<file path="src/rtl/multiplicador_seq_if.sv">
// Handshake/operand bundle for the sequential multiplier: start request,
// operands, Idle/Done status and the product/accumulator view.
interface multiplicador_seq_if #(
  parameter int WIDTH = 16
);
  logic                 St;
  logic [WIDTH-1:0]     Multiplicando;
  logic [WIDTH-1:0]     Multiplicador;
  logic                 Idle;
  logic                 Done;
  logic [2*WIDTH-1:0]   Produto;

  modport master (
    output St, Multiplicando, Multiplicador,
    input  Idle, Done, Produto
  );

  modport slave (
    input  St, Multiplicando, Multiplicador,
    output Idle, Done, Produto
  );
endinterface

</file>
<file path="src/rtl/multiplicador_seq.sv">
// Radix-2 shift-and-add unsigned WIDTHxWIDTH multiplier, one multiplier bit per clock.
// Optional macro MULT_DONE_HOLD_EN: hold DONE (Done=1, Idle=1) until the next start.
module multiplicador_seq #(
  parameter int WIDTH = 16
) (
  input  logic                Clk,
  input  logic                Reset,
  multiplicador_seq_if.slave  bus
);

  localparam int CW = (WIDTH > 1) ? $clog2(WIDTH) : 1;
  localparam int AW = 2 * WIDTH + 1;

  typedef enum logic [1:0] {
    S_IDLE,
    S_CALC,
    S_DONE
  } state_t;

  state_t           state_q, state_d;
  logic [AW-1:0]    acc_q, acc_d;
  logic [WIDTH-1:0] mcand_q, mcand_d;
  logic [CW-1:0]    cnt_q, cnt_d;

  logic             start;
  logic             idle;
  logic             done;
  logic [WIDTH:0]   sum;

  always_comb begin
    // NOTE: every combinational output gets a default first so no path leaves it unassigned (no latches).
    state_d = state_q;
    acc_d   = acc_q;
    mcand_d = mcand_q;
    cnt_d   = cnt_q;
    start   = 1'b0;
    idle    = 1'b0;
    done    = 1'b0;
    sum     = '0;

    unique case (state_q)
      S_IDLE: begin
        idle  = 1'b1;
        start = bus.St;
      end

      S_CALC: begin
        // acc_q[AW-1] is always 0 on entry to a step, so the upper slice
        // including it equals {0, ACC[2W-1:W]}.
        sum   = acc_q[AW-1:WIDTH] + (acc_q[0] ? {1'b0, mcand_q} : '0);
        acc_d = {sum, acc_q[WIDTH-1:0]} >> 1;
        cnt_d = cnt_q + 1'b1;
        if (cnt_q == CW'(WIDTH - 1)) begin
          state_d = S_DONE;
        end
      end

      S_DONE: begin
        done = 1'b1;
`ifdef MULT_DONE_HOLD_EN
        idle  = 1'b1;
        start = bus.St;
`else
        state_d = S_IDLE;
`endif
      end

      default: state_d = S_IDLE;
    endcase

    // Operand load shared by IDLE and (optionally) held DONE.
    if (start) begin
      mcand_d = bus.Multiplicando;
      acc_d   = {1'b0, {WIDTH{1'b0}}, bus.Multiplicador};
      cnt_d   = '0;
      state_d = S_CALC;
    end
  end

  // NOTE: all datapath registers are reset so an aborted operation leaves Produto at 0.
  always_ff @(posedge Clk or negedge Reset) begin
    if (!Reset) begin
      state_q <= S_IDLE;
      acc_q   <= '0;
      mcand_q <= '0;
      cnt_q   <= '0;
    end else begin
      // NOTE: state registers use non-blocking assignments so all flops update together.
      state_q <= state_d;
      acc_q   <= acc_d;
      mcand_q <= mcand_d;
      cnt_q   <= cnt_d;
    end
  end

  assign bus.Idle    = idle;
  assign bus.Done    = done;
  assign bus.Produto = acc_q[2*WIDTH-1:0];

endmodule

</file>
<file path="src/flat_wrapper.sv">
// flat-port wrapper written by rule: the top's interface ports become plain ports
module multiplicador_seq_flat 
#(
  parameter int WIDTH = 16
)
  (Clk, Reset, bus_St, bus_Multiplicando, bus_Multiplicador, bus_Idle, bus_Done, bus_Produto);
  multiplicador_seq_if #(.WIDTH(WIDTH)) bus_i ();
  input  logic Clk;
  input  logic Reset;
  input wire logic [$bits(bus_i.St)-1:0] bus_St;
  input wire logic [$bits(bus_i.Multiplicando)-1:0] bus_Multiplicando;
  input wire logic [$bits(bus_i.Multiplicador)-1:0] bus_Multiplicador;
  output wire logic [$bits(bus_i.Idle)-1:0] bus_Idle;
  output wire logic [$bits(bus_i.Done)-1:0] bus_Done;
  output wire logic [$bits(bus_i.Produto)-1:0] bus_Produto;
  assign bus_i.St = bus_St;
  assign bus_i.Multiplicando = bus_Multiplicando;
  assign bus_i.Multiplicador = bus_Multiplicador;
  assign bus_Idle = bus_i.Idle;
  assign bus_Done = bus_i.Done;
  assign bus_Produto = bus_i.Produto;
  multiplicador_seq #(.WIDTH(WIDTH)) u_core (.Clk(Clk), .Reset(Reset), .bus(bus_i));
endmodule
</file>
<file path="config.mk">
export PLATFORM = sky130hd
export DESIGN_NAME = multiplicador_seq_flat
export DESIGN_NICKNAME = d
export VERILOG_FILES = /design/src/rtl/multiplicador_seq_if.sv /design/src/rtl/multiplicador_seq.sv /design/src/flat_wrapper.sv
export SDC_FILE = /design/constraint.sdc
export NUM_CORES = 1
export LEC_CHECK = 0
export CORE_ASPECT_RATIO = 0.6
export CORE_MARGIN = 4
export CORE_UTILIZATION = 45
export DETAILED_ROUTE_END_ITERATION = 7
export PLACE_DENSITY = 0.73
export SETUP_SLACK_MARGIN = 0.2
export SYNTH_ARGS = -nofsm -noshare
export SYNTH_HDL_FRONTEND = slang
export SYNTH_SLANG_ARGS = --single-unit
</file>
<file path="constraint.sdc">
create_clock -name Clk -period 4 [get_ports Clk]
set_clock_uncertainty 0.15 [all_clocks]
set_input_delay 0.6 -clock Clk [delete_from_list [all_inputs] [get_ports Clk]]
set_output_delay 0.6 -clock Clk [all_outputs]
set_load 0.01 [all_outputs]
</file>
==> metrics.csv <==
metric,value,unit
status,completed,
worst r2r src,u_core.acc_q[0]$_DFFE_PN0P_,
"Seq/Total Area, Yosys",45.13,%
number of gates resized after CTS,0,
Detailed Routing Iterations Pass 1,4,
Layout area overhead,28.04,%
Synth Cell Area,0.002994,sq mm
via count,2606,
CP cell instances,buf_4 > and2_1 > ha_1 > inv_1 > fa_1 > and2b_1 > o211ai_1 > a31o_2 > o21ai_0 > nand3_1 > mux2_2,
clock root buffer,clkbuf_8,
hold_buf cts,0,
Mapped Nets,397,
Leakage,1.717,nW
post-CTS setup buffers,0,
"Avg Cell Area, Syn",8.704,sq um
"Req. time, crit path",4.05,ns
RSZ-0062 raised after global routing,no,
Slew HR,27.03,%
Overflow after GRT,0,
Final min period,3.059,ns
post-synth top area share,45.13,%
I/O pins,69,
Layout fillers,600,
Starting Density,47.71,%
layout cell share with drive strength beyond 1,4.412,%
overall power,0.002974,W
"Slew Viols, Final",0,
Setup crit start kind,flip-flop,
CTS H-tree depth,2,
actual slew at the worst max-slew pin,1.092,ns
port bufs,68,
Hold Crit Class,in -> async,
Vias/cell,5.297,
largest cells by area after synthesis,"dfrtp_1, nand2_1, ha_1, o21ai_0, a22oi_1",
Wirelength per Cell,14.72,microns
NumNets Final,460,
ANT cells,0,
fmax,0.3269,GHz
Residual DRC,0,
Yosys top cell by area,dfrtp_1,
crit path max-delay cell type,fa_1,
Reg2Reg Depth,11,
die area,0.008066,sq mm
Setup TNS,0,ns
worst skew pair latency,0.31,ns
"Max FO, Critical Path",18,
CTS tree,done,
Tot GR Track Use,18.33,%
R2R setup slack,0.94,ns
largest net degree at the start of global routing,35,
clk sink count,54,
Die Wd,113.3,microns
period utilization,76.48,%
final setup vio count,0,
Placer Congestion,0.8596,
YS warnings,0,
CP arrival,3.11,ns
crit end category,flip-flop,
worst setup path category,reg -> reg,
Routed WL,7243,microns
pwr dens,775.7,mW/mm^2
first-pass GRT wire length,11990,microns
worst stage delay on the critical path,0.40,ns
Worst R2R End,u_core.acc_q[29]$_DFFE_PN0P_,
post-synthesis register bit count,54,
number of global-route vias before repair,2414,
CTS Buf Count,5,
CTS clock-pin slew for the worst setup and hold paths,0.10,ns
Die Y,71.19,microns
"Hold Vio Cnt, Final",0,
Detail Placement HPWL,5265,microns
Max Cap Viol,0,
core footprint,0.006276,sq mm
Synth cell types,36,
initial antenna violation count,0,
Worst VDD drop,0.2996,mV
Iter 0 DRT Violations,147,
row count,22,
CTS Buffer Depth,2,
Mapped Cells,344,
antenna-violating nets left,0,
==> kinds of logic after synthesis <==
logic type | Yosys count | synth area share [%]
XOR/XNOR | 12 | 3.510
multiplexers | 1 | 0.3761
flip-flops | 54 | 45.13
buffers and inverters | 25 | 3.176
AND/OR/NAND/NOR | 157 | 23.99
adder cells (fa/ha/maj) | 18 | 7.773
AO/OA/AOI/OAI | 77 | 16.05
==> registers in the layout, indices dropped and copies added (netlist names) <==
name and cells:
u_core.acc_q 32, u_core.cnt_q 4, u_core.mcand_q 16, u_core.state_q 2
==> stage by stage <==
stage	cell area, sq um	hold slack, ns	setup WS, ns	instances	util, %
final	3834	0.07721	0.9408	492	61.08
after global routing	3834	0.1063	0.7545	492	61.08
after CTS	3834	0.08372	0.9547	492	61.08
after detailed placement	3747	0.3075	0.9818	484	59.71
after global placement	3747	0.3047	1.183	484	59.71
after floorplan	2994	0.1544	1.093	344	-
==> cell usage after synthesis <==
| library cell | n |
|---|---|
| o31ai_1 | 2 |
| xnor2_1 | 7 |
| nand4_1 | 2 |
| nand2b_1 | 2 |
| nand2_1 | 99 |
| xor2_1 | 5 |
| nor3_1 | 1 |
| and2b_1 | 1 |
| and2_4 | 1 |
| ha_1 | 17 |
| clkbuf_2 | 1 |
| nor2b_1 | 3 |
| a311oi_1 | 1 |
| inv_1 | 8 |
| nand3_1 | 19 |
| and3_1 | 2 |
| o31ai_2 | 1 |
| nor2_1 | 5 |
| and4_1 | 1 |
| a21oi_1 | 12 |
| o21ai_0 | 28 |
| o211ai_1 | 4 |
| o21a_1 | 2 |
| mux2_2 | 1 |
| a211oi_1 | 3 |
| a22oi_1 | 16 |
| o21bai_1 | 2 |
| and2_1 | 17 |
| or3_1 | 3 |
| a31o_2 | 1 |
| a21boi_0 | 1 |
| fa_1 | 1 |
| nand4_4 | 1 |
| clkbuf_1 | 16 |
| dfrtp_1 | 54 |
| a31oi_1 | 4 |
==> metal layers <==
layer	track usage, %	part of all wire (%)
met2	26.05	40
met4	2.400	0.52
met5	0	0
met3	5.214	7.3
met1	28.25	52
==> worst max-delay path by stage <==
stage / startpoint / to / slack [ns] / cells past startpoint
after floorplan: u_core.acc_q[0]$_DFFE_PN0P_ / u_core.acc_q[29]$_DFFE_PN0P_ / 1.09 / 11
after detailed placement: u_core.acc_q[0]$_DFFE_PN0P_ / u_core.acc_q[29]$_DFFE_PN0P_ / 0.98 / 11
after global routing: u_core.acc_q[0]$_DFFE_PN0P_ / u_core.acc_q[29]$_DFFE_PN0P_ / 0.75 / 11
final: u_core.acc_q[0]$_DFFE_PN0P_ / u_core.acc_q[29]$_DFFE_PN0P_ / 0.94 / 11
after CTS: u_core.acc_q[0]$_DFFE_PN0P_ / u_core.acc_q[29]$_DFFE_PN0P_ / 0.95 / 11
after global placement: u_core.acc_q[0]$_DFFE_PN0P_ / u_core.acc_q[29]$_DFFE_PN0P_ / 1.18 / 11
==> worst max-delay path, delay by kind of cell (launching register included) <==
kind	cells	cell delay, ns
AOI/OAI and AO/OA	3	0.80
adders and majority gates	2	0.56
buffers and inverters	2	0.26
DFF	1	0.33
muxes	1	0.29
and+or+nand+nor	3	0.55
==> power by group <==
group	switching, W	leakage, nW	total (W)	internal [W]
combinational	0.000899	1.01	0.00167	0.000773
clock	0.000179	0.0452	0.000303	0.000124
sequential	0.000187	0.667	0.000998	0.000811
==> final cells by class <==
class / count / area [sq um] / area share, %
clock buffers: 6 / 72.57 / 1.893
inverters: 8 / 30.03 / 0.7833
flip-flops and latches: 54 / 1351 / 35.25
repair buffers: 73 / 713.2 / 18.60
clock inverters: 2 / 13.76 / 0.3590
multi-input cells: 265 / 1548 / 40.37
well taps: 84 / 105.1 / 2.742
==> placed cells by master (no fill, tap or decap), types with 7 or more instances in the layout <==
cell / n
a21oi_1: 12
xnor2_1: 7
ha_1: 17
o21ai_0: 28
clkdlybuf4s50_1: 67
inv_1: 8
nand2_1: 99
nand3_1: 19
and2_1: 17
dfrtp_1: 54
a22oi_1: 16
Power figures use the tool's default switching activity.
==> edit 1, RTL diff (same settings) <==
Build with the macro `MULT_DONE_HOLD_EN` defined.
--- a/src/rtl/multiplicador_seq.sv
+++ b/src/rtl/multiplicador_seq.sv
@@ -1,4 +1,6 @@
 // Radix-2 shift-and-add unsigned WIDTHxWIDTH multiplier, one multiplier bit per clock.
 // Optional macro MULT_DONE_HOLD_EN: hold DONE (Done=1, Idle=1) until the next start.
+`define MULT_DONE_HOLD_EN
+
 module multiplicador_seq #(
   parameter int WIDTH = 16
Check against the original RTL: no difference found for any inputs over 4 cycles, from zero or initial values and one cycle with Reset low; that may be too few to reach the edited logic, so the function may still have changed.
==> edit 1 against the unedited design <==
- worst hold slack better by 0.044 ns
- synthesized cell count decreased by 3.5%
- non-clock buffer count down 1
- cell area decreased by 0.46%
- sequential cell count is the same
- total power is 0.81% higher
- via count down 2.8%
- worst setup slack gained 0.18 ns
- area after synthesis fell by 0.17%
- global-route usage is 0.66 points higher
- wire length up 0.95%
- highest routed layer unchanged
==> edit 1: results (changes against the unedited design) <==
| Metric | Value |
|---|---|
| Layout cells sized above 1 | `6.02% (+1.6 points)` |
| Hpwl dp | `5410 um (+2.7%)` |
| GRT Total Usage | `19.0% (+0.66 points)` |
| Flop+latch power | `1.04 mW (+4%)` |
| Met3 routed wirelength | `585 um (+11%)` |
| Post-Place Cell Area | `0.00373 sq mm (-0.47%)` |
| Hold WS | `0.121 ns (+0.0437 ns)` |
| R2R Setup Slk | `1.12 ns (+0.18 ns)` |
| Fillers | `550 (-8.3%)` |
| Average wire per standard cell | `15.1 um (+2.8%)` |
| Peak supply drop | `351 uV (+17%)` |
| Syn Nets | `385 (-3.0%)` |
| Switching power | `1.26 mW (-0.59%)` |
| LEAKAGE | `1.81 nW (+5.2%)` |
| Outcome | `complete, no violations` |
| Gpl congestion | `0.856 (-0.40%)` |
| Wirelength, routed | `7310 um (+0.95%)` |
| Clk pwr | `0.304 mW (about the same)` |
| Inst Count DP | `475 (-1.9%)` |
| Final nets | `451 (-2.0%)` |
| Largest net degree at the start of global routing | `33 (-5.7%)` |
| Synth top area cells | `dfrtp_1 45%, nand2_1 12%, ha_1 7.1%` |
| Worst EP arrival | `2.95 ns (-0.16 ns)` |
| Period utilization | `71.9% (-4.6 points)` |
| Met2 usage | `26.4% (+0.33 points)` |
## edit 1: cell families (layout without fill, tap and decap cells)
logic type               Yosys count  in the layout  synth area share, %
buffers and inverters             20             87                 3.47
flip-flops                        54             54                 45.2
adder cells (fa/ha/maj)           18             18                 7.79
XOR/XNOR                           9              9                 2.64
AO/OA/AOI/OAI                     75             75                 17.1
multiplexers                       2              2                0.670
AND/OR/NAND/NOR                  154            154                 23.1
## edit 1: area by class of cell
class / instances / area, sq um / area share, %
Clock buffer: 6 / 72.6 / 1.90
Sequential cell: 54 / 1350 / 35.4
Tap cell: 84 / 105 / 2.75
Multi-Input combinational cell: 258 / 1540 / 40.4
Timing Repair Buffer: 72 / 706 / 18.5
Inverter: 7 / 26.3 / 0.689
Clock inverter: 2 / 13.8 / 0.361
## edit 1: critical path: stages (launching register included)
cell and delay (ns):
dfrtp_1 0.56, and2_1 0.23, ha_1 0.21, fa_1 0.45, a21oi_4 0.19, o22ai_2 0.11
or2_4 0.25, a211o_1 0.27, and3_4 0.17, o31ai_2 0.20
==> edit 2, RTL diff (same settings) <==
Without the edit above. The 3 states of `state_t` get a one-hot encoding in 3 bits.
--- a/src/rtl/multiplicador_seq.sv
+++ b/src/rtl/multiplicador_seq.sv
@@ -12,8 +12,8 @@
   localparam int AW = 2 * WIDTH + 1;
 
-  typedef enum logic [1:0] {
-    S_IDLE,
-    S_CALC,
-    S_DONE
+  typedef enum logic [2:0] {
+    S_IDLE = 3'b001,
+    S_CALC = 3'b010,
+    S_DONE = 3'b100
   } state_t;
 
Function: no difference found for any inputs over 4 cycles, from zero or initial values and one cycle with Reset low; so few cycles prove little.
==> edit 2 against the unedited design <==
- combinational power down 10%
- worst setup slack gained 0.29 ns
- sequential cell count up 1
- total power is 1.6% higher
- area after synthesis rose by 6.0%
- cell area grew 5.5%
- core utilization down 1.3 points
- wire length is 9.1% higher
- clock power is 63% higher
==> edit 2: results (changes against the unedited design) <==
| Metric | Value |
|---|---|
| Post-CTS sizing | `0 (unchanged)` |
| Syn Nets | `409 (+3.0%)` |
| Hold Crit Class | `in2async` |
| Crit Reg-Reg Endpoint | `u_core.acc_q[27]$_DFFE_PN0N_` |
| Post-synth top flop | `dfrtp_1` |
| Register area share after synthesis | `43.4% (-1.7 points)` |
| Crit-path max cell delay | `0.59 ns (+0.19 ns)` |
| Initial DRC Count | `232 (+58%)` |
| Post-Place Cell Area | `0.00388 sq mm (+3.5%)` |
| CTS H-tree lvls | `2 (unchanged)` |
| Largest net degree at the start of global routing | `33 (-5.7%)` |
| Outcome | `complete, no violations` |
| Non-Filler Instances | `506 (+2.8%)` |
| Max-slew violations | `0 (unchanged)` |
| Reg clk slew, reported paths | `0.07 ns (-0.03 ns)` |
| Worst-Skew Late Latency | `0.29 ns (-0.02 ns)` |
| Hpwl dp | `5790 um (+9.9%)` |
| Vias | `2769 (+6.3%)` |
| Hold WS | `0.214 ns (+0.137 ns)` |
| Worst reg-to-reg path cell count | `8 (-3)` |
| Peak supply drop | `334 uV (+11%)` |
| Gpl congestion | `0.896 (+4.3%)` |
| Top cells by count, synth | `100 x nand2_1, 54 x dfrtp_1, 18 x and2_1` |
| Worst EP arrival | `2.82 ns (-0.29 ns)` |
| Post-synthesis cell type count | `51 (+42%)` |
| Synth top area cells | `dfrtp_1 43%, nand2_1 12%, ha_1 6.7%` |
| Buffers on Ports | `68 (unchanged)` |
| Average wire per standard cell | `15.6 um (+6.1%)` |
| Clock Root Buffer | `clkbuf_16` |
| Final nets | `471 (+2.4%)` |
| Dpl ws | `1.25 ns (+0.264 ns)` |
| Vias in the first global route | `2642 (+9.4%)` |
| First-pass GRT wire length | `13200 um (+9.7%)` |
| Layout cells sized above 1 | `6.68% (+2.3 points)` |
| LEAKAGE | `1.89 nW (+9.8%)` |
| Reg2reg start | `u_core.acc_q[0]$_DFFE_PN0N_` |
| Inst Count DP | `498 (+2.9%)` |
| Diodes inserted | `0 (unchanged)` |
| CP top delay family | `compound AO/OA/AOI/OAI gates` |
| Critical path's slowest cell | `dfrtp_1` |
| Mapped Avg Cell Area | `8.91 sq um (+2.4%)` |
| GRT Total Usage | `19.5% (+1.2 points)` |
| Slew HR | `41.5% (+14 points)` |
==> edit 2: cell count changes after synthesis, moves of 4 or more <==
| cell | before | now |
|---|---|---|
| clkbuf_1 | 16 | 6 |
| o21ai_1 | 0 | 16 |
| nor2_1 | 5 | 13 |
| o21ai_0 | 28 | 6 |
| buf_2 | 0 | 6 |
| xnor2_1 | 7 | 3 |
| a31oi_1 | 4 | 8 |
| a22oi_1 | 16 | 11 |
| a41oi_1 | 0 | 4 |
==> edit 2: worst max path at each step <==
stage | startpoint | endpoint | slack, ns | depth (start not counted)
2_1_floorplan | u_core.acc_q[0]$_DFFE_PN0N_ | u_core.acc_q[27]$_DFFE_PN0N_ | 1.46 | 9
3_3_place_gp | u_core.acc_q[0]$_DFFE_PN0N_ | u_core.acc_q[27]$_DFFE_PN0N_ | 1.35 | 8
3_5_place_dp | u_core.acc_q[0]$_DFFE_PN0N_ | u_core.acc_q[27]$_DFFE_PN0N_ | 1.25 | 8
4_1_cts | u_core.acc_q[0]$_DFFE_PN0N_ | u_core.acc_q[27]$_DFFE_PN0N_ | 1.23 | 8
5_1_grt | u_core.acc_q[0]$_DFFE_PN0N_ | u_core.acc_q[27]$_DFFE_PN0N_ | 1.01 | 8
6_report | u_core.acc_q[0]$_DFFE_PN0N_ | u_core.acc_q[27]$_DFFE_PN0N_ | 1.23 | 8
==> edit 2: cell type report <==
cell class	instances	area, sq um
sequential	55	1380
inverter	5	18.8
timing repair buffer	73	713
fill	588	2720
tap	87	109
clock inverter	2	37.5
multi-input combinational	278	1660
clock buffer	6	129
==> edit 2: routing by layer <==
metal	share of wire, %	vias to the layer above	track usage, %	wire [um]
met4	0.89	0	4.50	70
met2	40	105	26.7	3150
met1	49	1286	30.4	3890
met5	0	-	0	0
met3	10	7	5.30	794
li1	-	1371	-	-
==> edit 2: kinds of logic (layout without fill, tap and decap cells) <==
logic type | count (synthesis) | count (layout) | share of synthesized area (%)
compound gates | 80 | 80 | 16.8
xor+xnor | 11 | 11 | 3.04
fa+ha+maj | 18 | 18 | 7.33
buf+inv | 23 | 86 | 4.22
flops | 55 | 55 | 43.4
mux | 1 | 1 | 0.315
simple gates | 168 | 168 | 24.9
==> edit 2: worst register-to-register path: stages (launching register included) <==
cell	delay [ns]
dfrtp_1	0.59
and2_1	0.24
ha_1	0.21
fa_1	0.43
a21oi_1	0.23
o211ai_2	0.17
a41o_1	0.30
o21a_1	0.18
o31ai_2	0.17
==> edit 2: report_power, final <==
| group | total, mW | internal, mW | switching [mW] |
|---|---|---|---|
| sequential | 1.03 | 0.808 | 0.219 |
| clock | 0.494 | 0.296 | 0.198 |
| combinational | 1.50 | 0.685 | 0.814 |
| total | 3.02 | 1.79 | 1.23 |
